## config.mk

```make
export PLATFORM = sky130hd
export DESIGN_NAME = instr_encoder_loader
export DESIGN_NICKNAME = d
export VERILOG_FILES = /design/src/rtl/instr_encoder_loader.sv
export SDC_FILE = /design/constraint.sdc
export NUM_CORES = 1
export LEC_CHECK = 0
export CORE_ASPECT_RATIO = 0.9
export CORE_MARGIN = 4
export CORE_UTILIZATION = 30
export CTS_CLUSTER_DIAMETER = 60
export DETAILED_ROUTE_END_ITERATION = 7
export PLACE_DENSITY = 0.57
export SYNTH_ARGS = -nofsm -noshare
export SYNTH_HDL_FRONTEND = slang
export SYNTH_SLANG_ARGS = --single-unit
export TNS_END_PERCENT = 5
```

## constraint.sdc

```tcl
create_clock -name clk -period 6.69 [get_ports clk]
set_input_delay 1.338 -clock clk [delete_from_list [all_inputs] [get_ports clk]]
set_output_delay 1.338 -clock clk [all_outputs]
set_load 0.02 [all_outputs]
```

## src/rtl/instr_encoder_loader.sv

```systemverilog
`default_nettype none
// ============================================================================
// Module      : instr_encoder_loader
// Description : Encodes symbolic RV32I requests, buffers the words in a FIFO and
//               writes them to instruction memory at consecutive word addresses.
// Revision    : 1.0 - initial release
// ============================================================================
module instr_encoder_loader #(
  parameter int                    DEPTH      = 4,
  parameter int                    ADDR_WIDTH = 32,
  parameter logic [ADDR_WIDTH-1:0] BASE_ADDR  = '0
) (
  input  logic                  clk,
  input  logic                  rst,
  input  logic                  start,
  input  logic                  in_valid,
  output logic                  in_ready,
  input  logic [3:0]            in_op,
  input  logic [4:0]            in_rd,
  input  logic [4:0]            in_rs1,
  input  logic [4:0]            in_rs2,
  input  logic [31:0]           in_imm,
  input  logic                  in_last,
  output logic                  mem_we,
  output logic [ADDR_WIDTH-1:0] mem_addr,
  output logic [31:0]           mem_wdata,
  input  logic                  mem_ready,
  output logic                  busy,
  output logic                  done,
  output logic                  err,
  output logic [15:0]           count
);

  localparam int PW = $clog2(DEPTH);

  typedef enum logic [1:0] {
    S_IDLE = 2'd0,
    S_LOAD = 2'd1,
    S_DONE = 2'd2
  } state_t;

  state_t state_q, state_d;

  logic [31:0]    fifo_data [DEPTH];
  logic [DEPTH-1:0] fifo_last;
  logic [PW:0]    wr_ptr, rd_ptr;
  logic           last_seen;

  logic           full, empty;
  logic           accept, push, pop;
  logic           head_last;
  logic [31:0]    enc;
  logic           legal;

  // Extra pointer bit distinguishes full from empty when the indices match.
  assign empty     = (wr_ptr == rd_ptr);
  assign full      = (wr_ptr[PW] != rd_ptr[PW]) && (wr_ptr[PW-1:0] == rd_ptr[PW-1:0]);
  assign head_last = fifo_last[rd_ptr[PW-1:0]];

  assign in_ready  = (state_q == S_LOAD) && !full && !last_seen;
  assign accept    = in_valid && in_ready;
  assign push      = accept && legal;
  assign mem_we    = (state_q == S_LOAD) && !empty;
  assign pop       = mem_we && mem_ready;
  assign mem_wdata = mem_we ? fifo_data[rd_ptr[PW-1:0]] : 32'h0;
  assign busy      = (state_q == S_LOAD);
  assign done      = (state_q == S_DONE);

  always_comb begin
    enc   = 32'h0;
    legal = 1'b1;
    case (in_op)
      4'd0:  enc = {7'b0000000, in_rs2, in_rs1, 3'b000, in_rd, 7'b0110011};
      4'd1:  enc = {7'b0100000, in_rs2, in_rs1, 3'b000, in_rd, 7'b0110011};
      4'd2:  enc = {7'b0000000, in_rs2, in_rs1, 3'b010, in_rd, 7'b0110011};
      4'd3:  enc = {7'b0000000, in_rs2, in_rs1, 3'b100, in_rd, 7'b0110011};
      4'd4:  enc = {7'b0000000, in_rs2, in_rs1, 3'b110, in_rd, 7'b0110011};
      4'd5:  enc = {7'b0000000, in_rs2, in_rs1, 3'b111, in_rd, 7'b0110011};
      4'd6:  enc = {in_imm[11:0], in_rs1, 3'b000, in_rd, 7'b0010011};
      4'd7:  enc = {7'b0000000, in_imm[4:0], in_rs1, 3'b001, in_rd, 7'b0010011};
      4'd8:  enc = {7'b0000000, in_imm[4:0], in_rs1, 3'b101, in_rd, 7'b0010011};
      4'd9:  enc = {in_imm[11:0], in_rs1, 3'b111, in_rd, 7'b0010011};
      4'd10: enc = {in_imm[11:0], in_rs1, 3'b010, in_rd, 7'b0000011};
      4'd11: enc = {in_imm[11:5], in_rs2, in_rs1, 3'b010, in_imm[4:0], 7'b0100011};
      4'd12: enc = {in_imm[12], in_imm[10:5], in_rs2, in_rs1, 3'b001,
                    in_imm[4:1], in_imm[11], 7'b1100011};
      4'd13: enc = {in_imm[20], in_imm[10:1], in_imm[11], in_imm[19:12],
                    in_rd, 7'b1101111};
      4'd14: enc = {in_imm[31:12], in_rd, 7'b0110111};
      default: legal = 1'b0;
    endcase
  end

  always_ff @(posedge clk) begin
    if (push) begin
      fifo_data[wr_ptr[PW-1:0]] <= enc;
      fifo_last[wr_ptr[PW-1:0]] <= in_last;
    end
  end

  always_ff @(posedge clk) begin
    if (rst) begin
      state_q <= S_IDLE;
    end else begin
      state_q <= state_d;
    end
  end

  // An illegal final request never reaches the FIFO, so draining empty ends the load.
  always_comb begin
    state_d = state_q;
    case (state_q)
      S_IDLE: if (start) state_d = S_LOAD;
      S_LOAD: begin
        if (start)
          state_d = S_LOAD;
        else if ((pop && head_last) || (last_seen && empty))
          state_d = S_DONE;
      end
      S_DONE: if (start) state_d = S_LOAD;
      default: state_d = S_IDLE;
    endcase
  end

  always_ff @(posedge clk) begin
    if (rst || start) begin
      wr_ptr    <= '0;
      rd_ptr    <= '0;
      last_seen <= 1'b0;
      err       <= 1'b0;
      count     <= 16'h0;
      mem_addr  <= BASE_ADDR;
    end else begin
      if (push)
        wr_ptr <= wr_ptr + 1'b1;
      if (pop) begin
        rd_ptr   <= rd_ptr + 1'b1;
        mem_addr <= mem_addr + ADDR_WIDTH'(4);
        if (count != 16'hFFFF)
          count <= count + 16'd1;
      end
      if (accept && in_last)
        last_seen <= 1'b1;
      if (accept && !legal)
        err <= 1'b1;
    end
  end

endmodule
`default_nettype wire

```

; ---- Yosys cells after proc, flatten, opt, wreduce, memory -nomap -nowiden
; Memory sizes are Yosys's and may differ from the RTL's. A register that Yosys moved wholly into a read port is not among the register bits.
; Index checks and enable logic that the tools add are counted.
[word_totals]
regBits = 62
mem_bits_rw = 128
inputBits = 57
output_inout_bits = 85
memories = 1
[mem_list]
columns = memory, depth, word_bits, read_ports, rd_ports_with_merged_regs, wr, line_no
row1 = fifo_data, 4, 32, 1, 1, 1, 44  ; logic [31:0] fifo_data [DEPTH];
[op_classes]
n_addsub = 4
order_cmp = 3
n_eq_ne = 22
mux = 16
n_reduce_logical = 24
[ops]
columns = op, count
row1 = $pmux 32 s15, 1
row2 = $add 32x3->32 const B, 1
row3 = $mux 32, 1
row4 = $eq 4x4->1 const B, 7
row5 = $add 16x1->16 const B, 1
row6 = $eq 4x3->1 const B, 4
row7 = $ne 16x16->1 const B, 1
row8 = $reduce_or 15->1, 1
row9 = $logic_and 1x1->1, 12
row10 = $mux 2, 5
row11 = $eq 4x2->1 const B, 2
row12 = $add 3x1->3 const B, 2
row13 = $lt 2x3->1 const B, 2
row14 = $mux 1, 5
row15 = $bwmux 4, 1
row16 = $eq 4x1->1 const B, 1
row17 = $logic_not 1->1, 4
row18 = $logic_not 4->1, 1
row19 = $pmux 2 s2, 1
row20 = $reduce_and 2->1, 2
row21 = $eq 3x3->1, 1
row22 = $ne 3x2->1 const B, 1
row23 = $bmux 1 s2, 1
row24 = $demux 1 s2, 1
row25 = 9 further kinds, 10

; ---- Longest topological paths before layout
[logic_depth]
depth_word = 9
depth_mapped = 7
mapped_depth_nobuf = 6

; ---- Least setup slack after synthesis
; Ideal clock, no wire load.
[synth_timing]
path_type = input to register
from = input in_op[0]
to = memory fifo_data[3][10] (enable)
setup_ns = 0.394
t_arrival_ns = 2.732
required_ns = 6.296
slack_ns = 3.564
path_stages = 5
path_cell_list = clkbuf_1 > nand2_1 > nor2_1 > inv_1 > and3_1
[synth_via]
elab_chain_len = 6
[synth_rtl]
columns = item, line_no
row1 = start: declaration, 18  ; input logic [3:0] in_op,
row2 = "$eq 4x4->1, or another cell as far along", 72  ; case (in_op)
row3 = $reduce_or 15->1 (no line) *, n/a
row4 = $mux 1 *, 72
row5 = $logic_and 1x1->1 *, 62  ; assign push = accept && legal;
row6 = $mux 1 *, 95  ; if (push) begin
row7 = $mux 1 (implied by the code) *, 96  ; fifo_data[wr_ptr[PW-1:0]] <= enc;
row8 = end: declaration, 44
; Mark *: on every way between the ends. The rest lies on a longest branch, timed or not.

; ---- Worst setup path in the final report
[layout_timing]
from = register rd_ptr[1]
to = output mem_wdata[1]
[layout_via]
elab_chain_len = 4
[layout_rtl]
columns = item, line_no
row1 = start: declaration, 46  ; logic [PW:0] wr_ptr, rd_ptr;
row2 = start signal: assignment, 137  ; rd_ptr <= rd_ptr + 1'b1;
row3 = $eq 3x3->1, 56  ; assign empty = (wr_ptr == rd_ptr);
row4 = $logic_not 1->1, 63  ; assign mem_we = (state_q == S_LOAD) && !empty;
row5 = $logic_and 1x1->1, 63
row6 = $mux 32, 65  ; assign mem_wdata = mem_we ? fifo_data[rd_ptr[PW-1:0]] : 32'h0;
row7 = end: declaration, 26  ; output logic [31:0] mem_wdata,
; Every way passes these cells.

==> results summary <==
Dividing the detail-routed wire length by the instance count gives 18.28 um. The die is 186.8 um wide. Yosys instantiated no cell more often than edfxtp_1. The normalized max-slew margin came out at 0.2307. The worst setup path endpoint is mem_wdata[1]. The final-layout setup total negative slack is 0 ps. The clock drives 186 sinks. The analysis attributes to cell leakage a power of 3.638 nW. STA puts the critical path data arrival time at 3020 ps. The synthesized area per cell came out at 12.19 um^2. The initialized floorplan defines 58 standard-cell rows.

The count of boundary I/O pins is 142. Dividing total power by cell area gives a power density of 224.2 mW/mm^2. Entering global routing, the biggest net connects 57 pins. The number of cells on the worst hold path is 2. In this run the worst setup path begins at rd_ptr[1]. The count of cells along the worst register-to-register path is 4. The share of cells above drive strength 1 came out at 0.1074. For the final database, setup skew stands at 12.90 ps.

Summing every instance area after synthesis gives 0.008630 mm^2. Setup repair after global routing left no endpoint under its margin. The relative area change from synthesis to final layout is 27.39%. The final count of negative-setup-slack endpoints is 0. STA classifies the critical path endpoint as a primary output. The worst path required time is 5350 ps. Dividing the final minimum period by the clock period gives 0.6515.

The setup fix buffers added after clock tree synthesis is 0. The cell type contributing the most total cell area after synthesis is edfxtp_1. The multi-input combinational cells in the finished layout cover a total of 0.003376 mm^2. The end of the worst register-to-register path is fifo_data[0][3]. The sequential cells in the finished layout cover a total of 0.005006 mm^2. The max-slew violation total from the final report is 0. The maximum resistive drop on vdd came out at 0.1751 mV. The number of instances in the synthesized netlist is 708. After clock tree synthesis, the flow added hold-fix buffers numbering 0. The clock tree from TritonCTS is done.

The number of vias per cell came out at 5.104. Once detail routing completed, the nets flagged for antenna violations numbered 0. The routability-driven placement congestion ratio is 0.7855. After clock tree synthesis, the clock-pin slew on the worst setup and hold paths is 80 ps.

The slack of the worst reg-to-reg path is 4150 ps. The class of the most critical hold timing path is reg2reg. The effective utilization at floorplan is 0.3065. The deepest level of the CTS H-tree is 4. The sort of element at the start of the critical path is a flip-flop. The first TritonRoute pass finished after 5 iterations.

Buffers inserted during clock tree synthesis total 17. The overall routed net length came out at 22060 um. The total of buffers placed on input and output ports is 139. The clock insertion delay at the later pin of the skew report came out at 430 ps. The number of fillers in the final layout is 2699. The async set or reset register ratio after synthesis came out at 0. The full die area is 0.03155 mm^2. In this run the vertical extent of the chip is 168.9 um. The global-route congestion overflow total came out at 0.

The slew of the pin with the lowest slew margin came out at 1152 ps. The first global-routing pass estimated 34650 um of wire. 0 antenna diodes ended up in the layout. The max capacitance violation total is 0.

The proportion of netlist area held by the largest area contributor is 0.4454. The Yosys warning count came out at 0. For this run, the total global-route usage over all layers was measured as 0.1374. In the synthesized netlist the dominant register cell turns out to be edfxtp_1.

For this block, the initial DRC count from the detailed router was 401. The root buffer cell chosen for the clock tree is clkbuf_16. The post-synthesis cell type count is 62. The worst setup path is of the reg2out kind. Of the synthesized area, sequential elements account for 0.5800. The area of the core region came out at 0.02816 mm^2. The highest fanout seen on the critical path is 21. The number of antenna violations at the first check in global routing is 0. In the synthesized netlist, the cells that appear most often are edfxtp_1 (128), dfxtp_1 (58), nor2_1 (50), a21oi_1 (48), nand2_1 (46). After clock tree synthesis, the repair step resized 0 gates. The sum of net half-perimeters after detailed placement is 14680 um.

Counting flops with a built-in enable in the synthesized netlist gives 128. The number of buffers on the longest clock path is 2. For this run, design rule violations remaining after detail routing come to 0. The flow ran to the end, and the final reports show no timing, DRC or antenna violations.

The overall power consumption is 0.002465 W. The number of global-route vias before repair came out at 5972. The clock period minus final worst setup slack came out at 4359 ps. Synthesis inferred 186 register bits. The total via count in the routed design is 6160.

Sorting the synthesized cells by area gives the leading types as edfxtp_1 (45%), dfxtp_1 (13%), mux4_2 (8.4%). The number of nets in the final layout is 898. The final hold violation count came out at 0. The top achievable clock speed came out at 0.2294 GHz. The startpoint of the most critical register-to-register path is rd_ptr[0].
[critical path, stage by stage (launching register included)]
cell	delay [ps]
dfxtp_1	360
xnor2_1	470
nand3_1	570
buf_4	410
and3_1	230
clkdlybuf4s50_1	540
[cell type report]
class                      instances  share of cell area
timing repair buffer             152              0.1354
tap                              360             0.04097
inverter                          13            0.004439
clock buffer                      17             0.03870
sequential                       186              0.4554
clock inverter                    15             0.01798
multi-input combinational        464              0.3071
[logic make-up after synthesis]
kind of cell / after synthesis / share of synthesized area
mux: 39 / 0.09178
buf+inv: 59 / 0.02958
other cells: 1 / 0.0004346
simple gates: 260 / 0.1669
compound gates: 122 / 0.08671
flops: 186 / 0.5800
fa+ha+maj: 7 / 0.01015
xor+xnor: 34 / 0.03451
[flip-flops by register name, summed over array words and instances, names as in the netlist, named ones only]
signal,count
count,16
rd_ptr,3
last_seen,1
mem_addr,30
fifo_last,4
wr_ptr,3
err,1
fifo_data,124
state_q,2
[where the power goes]
group | internal (W) | leakage, nW | switching (W)
Clock | 0.000544 | 0.303 | 0.000503
Sequential | 0.00125 | 1.64 | 0.00000334
Combinational | 0.0000705 | 1.70 | 0.0000967
[worst min path at each step]
stage	start	endpoint	slack [ps]
after floorplan	state_q[1]	state_q[0]	450
after global placement	mem_addr[31]	mem_addr[31]	480
after detailed placement	mem_addr[31]	mem_addr[31]	490
after CTS	mem_addr[31]	mem_addr[31]	500
after global routing	mem_addr[31]	mem_addr[31]	530
final	mem_addr[31]	mem_addr[31]	500
[metrics by stage]
stage                 util  setup WS (ps)  hold WS [ps]  cells  instance area, um^2
floorplan                -           3564         454.0    709                 8633
global placement    0.3683           2414         476.6   1175                10370
detailed placement  0.3683           2286         485.4   1175                10370
CTS                 0.3904           2255         502.6   1207                10990
global route        0.3904           2096         533.3   1207                10990
finish              0.3904           2331         497.0   1207                10990
[layout by cell type (no fill, tap or decap), drive strengths merged, types with 30 or more instances in the layout]
| cell | netlist | final |
|---|---|---|
| clkdlybuf4s50 | 0 | 139 |
| edfxtp | 128 | 128 |
| dfxtp | 58 | 58 |
| nor2 | 50 | 50 |
| a21oi | 48 | 48 |
| nand2 | 46 | 46 |
| and3 | 42 | 42 |
| mux4 | 32 | 32 |
| o21ai | 31 | 31 |
| nand3 | 30 | 30 |
[layer usage]
metal	part of all wire	GRT usage	wire, um
met4	0.012	0.03407	257
met1	0.46	0.1913	10240
met2	0.48	0.2247	10660
met5	0	0	0
met3	0.041	0.02454	901
Note: power is estimated with default switching activity, not from simulation.
